`src/rtl/imem_loader.sv`:
```
// Boot-time instruction memory loader: length-prefixed, checksummed byte stream
// assembled into little-endian 32-bit words; holds the core in reset until a good image lands.
module imem_loader #(
    parameter int unsigned DEPTH_WORDS = 1024
) (
    input  logic        clk,
    input  logic        rst,
    input  logic        start,
    input  logic        in_valid,
    input  logic [7:0]  in_data,
    output logic        in_ready,
    output logic        mem_we,
    output logic [31:0] mem_addr,
    output logic [31:0] mem_wd,
    output logic        cpu_rst,
    output logic        busy,
    output logic        done,
    output logic        error
);

    localparam int unsigned IDX_W = (DEPTH_WORDS > 1) ? $clog2(DEPTH_WORDS) : 1;

    typedef enum logic [2:0] {
        S_IDLE,
        S_LEN,
        S_DATA,
        S_CSUM,
        S_DONE,
        S_ERR
    } state_t;

    state_t state;
    state_t state_nx;

    logic [1:0]       byte_cnt;
    logic [IDX_W-1:0] word_idx;
    logic [31:0]      len_q;
    logic [23:0]      asm_q;
    logic [7:0]       csum_q;

    logic        accept;
    logic        can_start;
    logic        fourth_byte;
    logic        last_word;
    logic        len_bad;
    logic [31:0] len_full;

    assign accept      = in_valid && in_ready;
    assign can_start   = (state == S_IDLE) || (state == S_DONE) || (state == S_ERR);
    assign fourth_byte = accept && (byte_cnt == 2'd3);
    assign len_full    = {in_data, len_q[31:8]};
    // Full 32-bit compare so large upper bytes are rejected rather than wrapped.
    assign len_bad     = (len_full == 32'd0) || (len_full > 32'(DEPTH_WORDS));
    assign last_word   = (32'(word_idx) == (len_q - 32'd1));

    // State register
    always_ff @(posedge clk or negedge rst) begin
        if (!rst) begin
            state <= S_IDLE;
        end else begin
            state <= state_nx;
        end
    end

    // Next-state logic
    always_comb begin
        state_nx = state;
        case (state)
            S_IDLE, S_DONE, S_ERR: begin
                if (start) begin
                    state_nx = S_LEN;
                end
            end
            S_LEN: begin
                if (fourth_byte) begin
                    state_nx = len_bad ? S_ERR : S_DATA;
                end
            end
            S_DATA: begin
                if (fourth_byte && last_word) begin
                    state_nx = S_CSUM;
                end
            end
            S_CSUM: begin
                if (accept) begin
                    state_nx = (in_data == csum_q) ? S_DONE : S_ERR;
                end
            end
            default: state_nx = S_IDLE;
        endcase
    end

    // Status outputs registered from the next state so they move on the same edge as the FSM
    always_ff @(posedge clk or negedge rst) begin
        if (!rst) begin
            in_ready <= 1'b0;
            busy     <= 1'b0;
            done     <= 1'b0;
            error    <= 1'b0;
            cpu_rst  <= 1'b0;
        end else begin
            in_ready <= (state_nx == S_LEN) || (state_nx == S_DATA) || (state_nx == S_CSUM);
            busy     <= (state_nx == S_LEN) || (state_nx == S_DATA) || (state_nx == S_CSUM);
            done     <= (state_nx == S_DONE);
            error    <= (state_nx == S_ERR);
            cpu_rst  <= (state_nx == S_DONE);
        end
    end

    // Length capture, word assembly, checksum and memory write port
    always_ff @(posedge clk or negedge rst) begin
        if (!rst) begin
            byte_cnt <= 2'd0;
            word_idx <= '0;
            len_q    <= 32'd0;
            asm_q    <= 24'd0;
            csum_q   <= 8'd0;
            mem_we   <= 1'b0;
            mem_addr <= 32'd0;
            mem_wd   <= 32'd0;
        end else begin
            mem_we <= 1'b0;
            if (can_start && start) begin
                byte_cnt <= 2'd0;
                word_idx <= '0;
                csum_q   <= 8'd0;
            end else if (accept) begin
                byte_cnt <= byte_cnt + 2'd1;
                case (state)
                    S_LEN: begin
                        len_q <= len_full;
                    end
                    S_DATA: begin
                        csum_q <= csum_q + in_data;
                        asm_q  <= {in_data, asm_q[23:8]};
                        if (byte_cnt == 2'd3) begin
                            mem_we   <= 1'b1;
                            mem_wd   <= {in_data, asm_q};
                            mem_addr <= 32'(word_idx) << 2;
                            word_idx <= word_idx + IDX_W'(1);
                        end
                    end
                    default: begin
                    end
                endcase
            end
        end
    end

endmodule

```
`config.mk`:
```
export PLATFORM = sky130hd
export DESIGN_NAME = imem_loader
export DESIGN_NICKNAME = d
export VERILOG_FILES = /design/src/rtl/imem_loader.sv
export SDC_FILE = /design/constraint.sdc
export NUM_CORES = 1
export LEC_CHECK = 0
export BUFFER_PORTS_ARGS = -buffer_cell sky130_fd_sc_hd__buf_2
export CAP_MARGIN = 15
export CORE_ASPECT_RATIO = 0.75
export CORE_MARGIN = 2
export CORE_UTILIZATION = 47
export CTS_BUF_LIST = sky130_fd_sc_hd__clkbuf_16
export DETAILED_ROUTE_END_ITERATION = 6
export GPL_ROUTABILITY_DRIVEN = 0
export HOLD_SLACK_MARGIN = 0.08
export PLACE_DENSITY = 0.67
export SYNTH_ARGS = -nofsm -noshare
export SYNTH_HDL_FRONTEND = slang
export SYNTH_SLANG_ARGS = --single-unit
export TNS_END_PERCENT = 100
```
`constraint.sdc`:
```
create_clock -name clk -period 3.4 [get_ports clk]
set_input_delay 0.51 -clock clk [delete_from_list [all_inputs] [get_ports clk]]
set_output_delay 0.51 -clock clk [all_outputs]
set_load 0.03 [all_outputs]
```
==> impl_metrics.ini, run 1 <==
[status]
outcome = finished, final reports clean

[global_routing]
track_usage_pct = 20.30
largest_net_degree_at_the_start_of_global_routing = 87
antenna_found_initial = 0
first_global_vias = 4114
global_route.overflow_total = 0
grt_first_pass_wirelength_mm = 21.51

[floorplan]
die_h_um = 102.0
boundaryPins = 82
std_cell_rows = 35
design.core.area_um2 = 12390
die_width_um = 134.6
die_area_um2 = 13730
initial_core_util_pct = 48.53

[sta]
finalWorstPathRequiredPeriod_ns = 3.027
grt_setup_unrepaired = false
fin_tns_setup_ns = 0
layout_worst_path_cycle_share_pct = 89.03
final_hold_viols = 0
fmax_mhz = 330.4
max_slew_margin_pct = 42.20
clock_skew_ns = 0.008758
layout_setup_ws_ns = 0.3729
final-setup-viol-count = 0
worst_pin_slew_ns = 0.8671
pins_over_their_slew_limit = 0

[clocking]
cts_tree = yes
clk_path_buf_depth = 2
clock_pin_slew_on_the_worst_setup_and_hold_paths_ns = 0.06
root_buffer = clkbuf_16
clock_latency_reported_for_the_late_side_of_the_worst_skew_pair_ns = 0.42
tritoncts.num_buffers = 17
ctsHtreeMaxLevel = 4
clkSinkCount = 125

[power_and_ir_drop]
power_density_nw_per_um2 = 702.3
p_leak_nw = 3.434
power.ir.vdd_worst_v = 0.0004041

[synth]
flop_and_latch_count_out_of_synthesis = 125
number_of_warnings_printed_during_yosys_synthesis = 0
post_synth_inst_count = 551
synthesis.area_per_instance_um2 = 10.92
synth_enable_flop_cells = 0
synth_cell_types = 55
postSynth.topFlopCell = dfrtp_1
combinational_family_with_the_most_area_after_synthesis = simple AND/OR/NAND/NOR gates
synth_area_in_compound_gates_pct = 6.636
synth_async_sr_flop_share_pct = 100.0
synth_adder_area_share_pct = 2.413
syn-cell-area_um2 = 6015
yosys.area_share.simple_pct = 15.98
ys_seq_area_share_pct = 52.01
synth_mux_area_share_pct = 13.81
synth-xor-area-share_pct = 4.077

[placement]
placement.io_buffers = 59
cell_count_after_placement = 756
hpwlAfterDp_mm = 8.906
place_worst_setup_slack_ns = 0.4495

[critical_path]
timing.critical_path.required_ns = 3.75
crit_fanout = 8
setup.worst_path.end_class = register
critPathLaunchType = register
arrival_ns = 3.38
crit_type = register to register

[layout]
post_layout_nonfiller_instances = 789
final_net_count = 633
filler_cell_count = 1082
post_route_cells_drive_above_1_share_pct = 29.21
antenna_cells = 0
flow.area_growth_from_synthesis_pct = 16.00
final_common_cell = dfrtp_1
mostFrequentLayoutCells = dfrtp_1 (125), nand2_1 (91), mux2_2 (72)

[route]
drc = 0
drt-wirelength-per-cell_um = 16.42
initial_drt_pass_iterations = 4
drt-vias-per-instance = 5.332
antenna_left = 0
drt_iter0_drc = 312
dr_total_vias = 4207
finalWirelength_mm = 12.95

[flow_run]
timing.max_cap.violations = 0

[worst_hold_path]
hold_path.class = primary input to register
metal layers:
metal / global-route usage [%] / vias to the layer above / routed length [µm]
li1: - / 2007 / -
met5: 0 / - / 0
met1: 29.27 / 2077 / 6369
met4: 7.287 / 0 / 153
met3: 4.415 / 16 / 580
met2: 30.50 / 107 / 5849
registers in the layout, indices dropped and copies added, names as in the netlist:
signal	count
mem_addr	10
word_idx	10
busy	1
len_q	32
asm_q	24
mem_we	1
state	3
done	1
byte_cnt	2
mem_wd	32
csum_q	8
error	1
path summary, 6_finish.rpt:
kind                             from         to  slack (ns)  depth (start not counted)
min reg2reg                  asm_q[3]   asm_q[3]        0.47                          2
max in group asynchronous         rst  len_q[30]        1.95                          3
min                        in_data[4]  asm_q[20]        0.39                          3
min in group asynchronous         rst       done        0.62                          2
max reg2reg                  len_q[2]      error        0.37                          7
max                          len_q[2]      error        0.37                          7
cell usage after synthesis, drive strengths merged, types with 3 or more instances:
master | number | area (µm²)
nand4 | 6 | 37.54
nand2 | 91 | 341.6
xor2 | 16 | 140.1
buf | 31 | 207.7
nor4 | 10 | 68.81
nor2b | 3 | 18.77
nand2b | 4 | 25.02
and3 | 4 | 25.02
dfrtp | 125 | 3128
a21oi | 14 | 70.07
nor3 | 10 | 50.05
o31ai | 3 | 27.52
nand3 | 13 | 65.06
a21o | 4 | 30.03
or3 | 4 | 25.02
ha | 10 | 125.1
o21bai | 3 | 22.52
clkbuf | 16 | 60.06
inv | 9 | 33.78
or4 | 12 | 102.6
o21ai | 21 | 105.1
nor2 | 25 | 93.84
xnor2 | 12 | 105.1
or2 | 3 | 18.77
mux2 | 72 | 810.8
per-stage QoR:
| step | utilization, % | power (mW) | area, µm² | hold slack [ns] |
|---|---|---|---|---|
| finish | 56.29 | 4.900 | 6977 | 0.3852 |
| global route | 56.29 | 5.156 | 6977 | 0.3785 |
| CTS | 56.29 | 4.917 | 6977 | 0.3670 |
| detailed placement | 51.58 | 3.136 | 6392 | 0.4626 |
| global placement | 51.58 | 3.101 | 6392 | 0.4573 |
| floorplan | - | 2.836 | 6093 | 0.2144 |
layout make-up:
cell class / instances / area, µm² / share of cell area [%]
clock buffers: 17 / 425.4 / 6.098
clock inverters: 15 / 148.9 / 2.134
inverters: 9 / 33.78 / 0.4842
multi-input cells: 391 / 2668 / 38.24
flip-flops and latches: 125 / 3128 / 44.84
well taps: 166 / 207.7 / 2.977
repair buffers: 66 / 365.4 / 5.237
where the power goes:
group / switching, mW / leakage [nW] / internal, mW
clock: 0.685 / 0.272 / 1.07
sequential: 0.328 / 1.67 / 1.72
combinational: 0.582 / 1.50 / 0.516
cells by family (layout without fill, tap and decap cells):
group                      after synthesis  after routing
DFF                                    125            125
and+or+nand+nor                        196            196
other                                    1             22
adders and majority gates               11             11
muxes                                   74             74
buffers and inverters                   56            107
xor gates and xnor gates                28             28
AOI/OAI and AO/OA                       60             60
critical path, stage by stage, from the launching register on:
cell and delay (ns):
dfrtp_1 0.45, nor4_2 0.64, nand3_1 0.34, nor4b_1 0.34, a21oi_1 0.08, or4_1 0.60, o31ai_2 0.33, and2_1 0.17
what timing repair did:
| item | CTS | global route |
|---|---|---|
| hold endpoints to repair | 1 | 0 |
| buffers inserted | 0 | 0 |
| hold buffers | 1 | 0 |
| gates resized for setup | 0 | 0 |
(Power assumes the default switching activity.)
==> run 2: changes to the inputs <==
--- a/config.mk
+++ b/config.mk
@@ -9,12 +9,12 @@
 export CAP_MARGIN = 15
 export CORE_ASPECT_RATIO = 0.75
 export CORE_MARGIN = 2
-export CORE_UTILIZATION = 47
+export CORE_UTILIZATION = 40
 export CTS_BUF_LIST = sky130_fd_sc_hd__clkbuf_16
+export CTS_CLUSTER_DIAMETER = 200
 export DETAILED_ROUTE_END_ITERATION = 6
 export GPL_ROUTABILITY_DRIVEN = 0
 export HOLD_SLACK_MARGIN = 0.08
-export PLACE_DENSITY = 0.67
 export SYNTH_ARGS = -nofsm -noshare
 export SYNTH_HDL_FRONTEND = slang
 export SYNTH_SLANG_ARGS = --single-unit
==> run 2 against run 1 <==
Against the previous run:
- cell area is essentially flat
- power is 2.6% lower
- routed wire length grew 1.2%
- clock skew fell by 0.0015 ns
- non-clock buffer count is the same
- register-to-register slack better by 0.05 ns
- via count is 0.48% higher
- sequential power about the same
- largest cell class unchanged
==> impl_metrics.ini, run 2 (same netlist as run 1, synthesis figures left out) <==
[layout]
flow.area_growth_from_synthesis_pct = 16.04
final_common_cell = dfrtp_1
multiInputGateArea_um2 = 2668
sequential_cell_area_um2 = 3128
final_net_count = 633
largestRegisters = len_q x32, mem_wd x32, asm_q x24
post_layout_nonfiller_instances = 823
filler_cell_count = 1320
antenna_cells = 0
post_route_cells_drive_above_1_share_pct = 28.89
mostFrequentLayoutCells = dfrtp_1 (125), nand2_1 (91), mux2_2 (72)

[global_routing]
antenna_found_initial = 0
largest_net_degree_at_the_start_of_global_routing = 88
grt_first_pass_wirelength_mm = 21.90
global_route.overflow_total = 0
track_usage_pct = 17.49
first_global_vias = 4135

[sta]
worst_pin_slew_ns = 0.9061
grt_setup_unrepaired = false
finalWorstPathRequiredPeriod_ns = 2.981
final-setup-viol-count = 0
max_slew_margin_pct = 39.59
fin_tns_setup_ns = 0
layout_worst_path_cycle_share_pct = 87.67
pins_over_their_slew_limit = 0
final_hold_viols = 0
hold_ws_ns = 0.3748
fmax_mhz = 335.5
clock_skew_ns = 0.007251

[route]
drt-vias-per-instance = 5.136
drc = 0
drt-wirelength-per-cell_um = 15.92
dr_total_vias = 4227
drt_iter0_drc = 242
initial_drt_pass_iterations = 4
finalWirelength_mm = 13.11
antenna_left = 0

[floorplan]
die_area_um2 = 16040
design.core.area_um2 = 14600
die_h_um = 110.2
boundaryPins = 82
die_width_um = 145.6
initial_core_util_pct = 41.21
std_cell_rows = 38

[critical_path]
crit-reg2reg-capture = error
crit_fanout = 5
arrival_ns = 3.28
timing.critical_path.required_ns = 3.70
worst-r2r-cell-count = 7
reg2reg_from = len_q[20]
critPathLaunchType = register
crit_type = register to register
setup.worst_path.end_class = register
regToRegSetupSlack_ns = 0.42

[power_and_ir_drop]
power_density_nw_per_um2 = 683.9
p_leak_nw = 3.433
power.ir.vdd_worst_v = 0.0004624
power.total_mw = 4.773

[clocking]
ctsHtreeMaxLevel = 4
cts_tree = yes
root_buffer = clkbuf_16
clkSinkCount = 125
post-cts-setup-buffers = 0
tritoncts.num_buffers = 17
clock_latency_reported_for_the_late_side_of_the_worst_skew_pair_ns = 0.41
clk_path_buf_depth = 2
clock_pin_slew_on_the_worst_setup_and_hold_paths_ns = 0.06

[placement]
hpwlAfterDp_mm = 8.953
placement.io_buffers = 59
cell_count_after_placement = 790

[status]
outcome = finished, final reports clean

[worst_hold_path]
timing.hold.worst_path_depth = 3
timing.hold.worst_endpoint = asm_q[16]
hold_path.class = primary input to register
timing.hold.worst.start = in_data[0]

[flow_run]
timing.max_cap.violations = 0
-- run 2: cell count changes in the layout (fill, tap and decap cells not counted) --
cell	change
clkinv_2	+3
clkinvlp_4	-2
inv_1	+2
bufinv_16	-1
clkinv_4	-1
inv_6	-1
-- run 2: worst max-delay path by stage --
| stage | start | to | slack [ns] | cells past startpoint |
|---|---|---|---|---|
| floorplan | len_q[20] | error | 0.58 | 7 |
| global placement | len_q[20] | error | 0.52 | 7 |
| detailed placement | len_q[20] | error | 0.45 | 7 |
| CTS | len_q[20] | error | 0.43 | 7 |
| global route | len_q[2] | error | 0.12 | 7 |
| finish | len_q[20] | error | 0.42 | 7 |
-- run 2: per-layer routing --
metal	up-vias	global-route usage, %	routed length [µm]
met5	-	0	0
met4	0	6.022	154
met3	15	5.226	705
met2	105	25.12	5600
met1	2099	25.25	6646
li1	2008	-	-
-- run 2: final cells by class --
cell class	instances	share of cell area (%)
Clock inverter	15	1.560
Tap cell	200	3.586
Timing Repair Buffer	66	5.235
Multi-Input combinational cell	391	38.22
Sequential cell	125	44.82
Inverter	9	0.4840
Clock buffer	17	6.095
-- run 2: critical path: stages (launching register included) --
cell and delay (ns):
dfrtp_1 0.42, or4_4 0.57, or4_4 0.50, a2111o_1 0.38
or4_4 0.50, a31oi_4 0.21, o31ai_2 0.11, and2_1 0.17
-- run 2: through the flow --
stage          util [%]  area [µm²]  setup WS [ns]
6_report          47.81        6979         0.4194
5_1_grt           47.81        6979         0.1208
4_1_cts           47.81        6979         0.4317
3_5_place_dp      44.09        6435         0.4518
2_1_floorplan         -        6093         0.5780
3_3_place_gp      44.09        6435         0.5153
-- run 2: power by group --
part           leakage (nW)  switching [mW]  internal [mW]
Combinational          1.50           0.566          0.516
Clock                 0.272           0.657          0.985
Sequential             1.67           0.332           1.72
Total                  3.43            1.55           3.22
-- run 2: what timing repair did --
action                                  CTS  global route
endpoints found under the setup margin    0             0
gates resized for setup                   0             0
hold buffers                              1             0
endpoints found under the hold margin    38             0
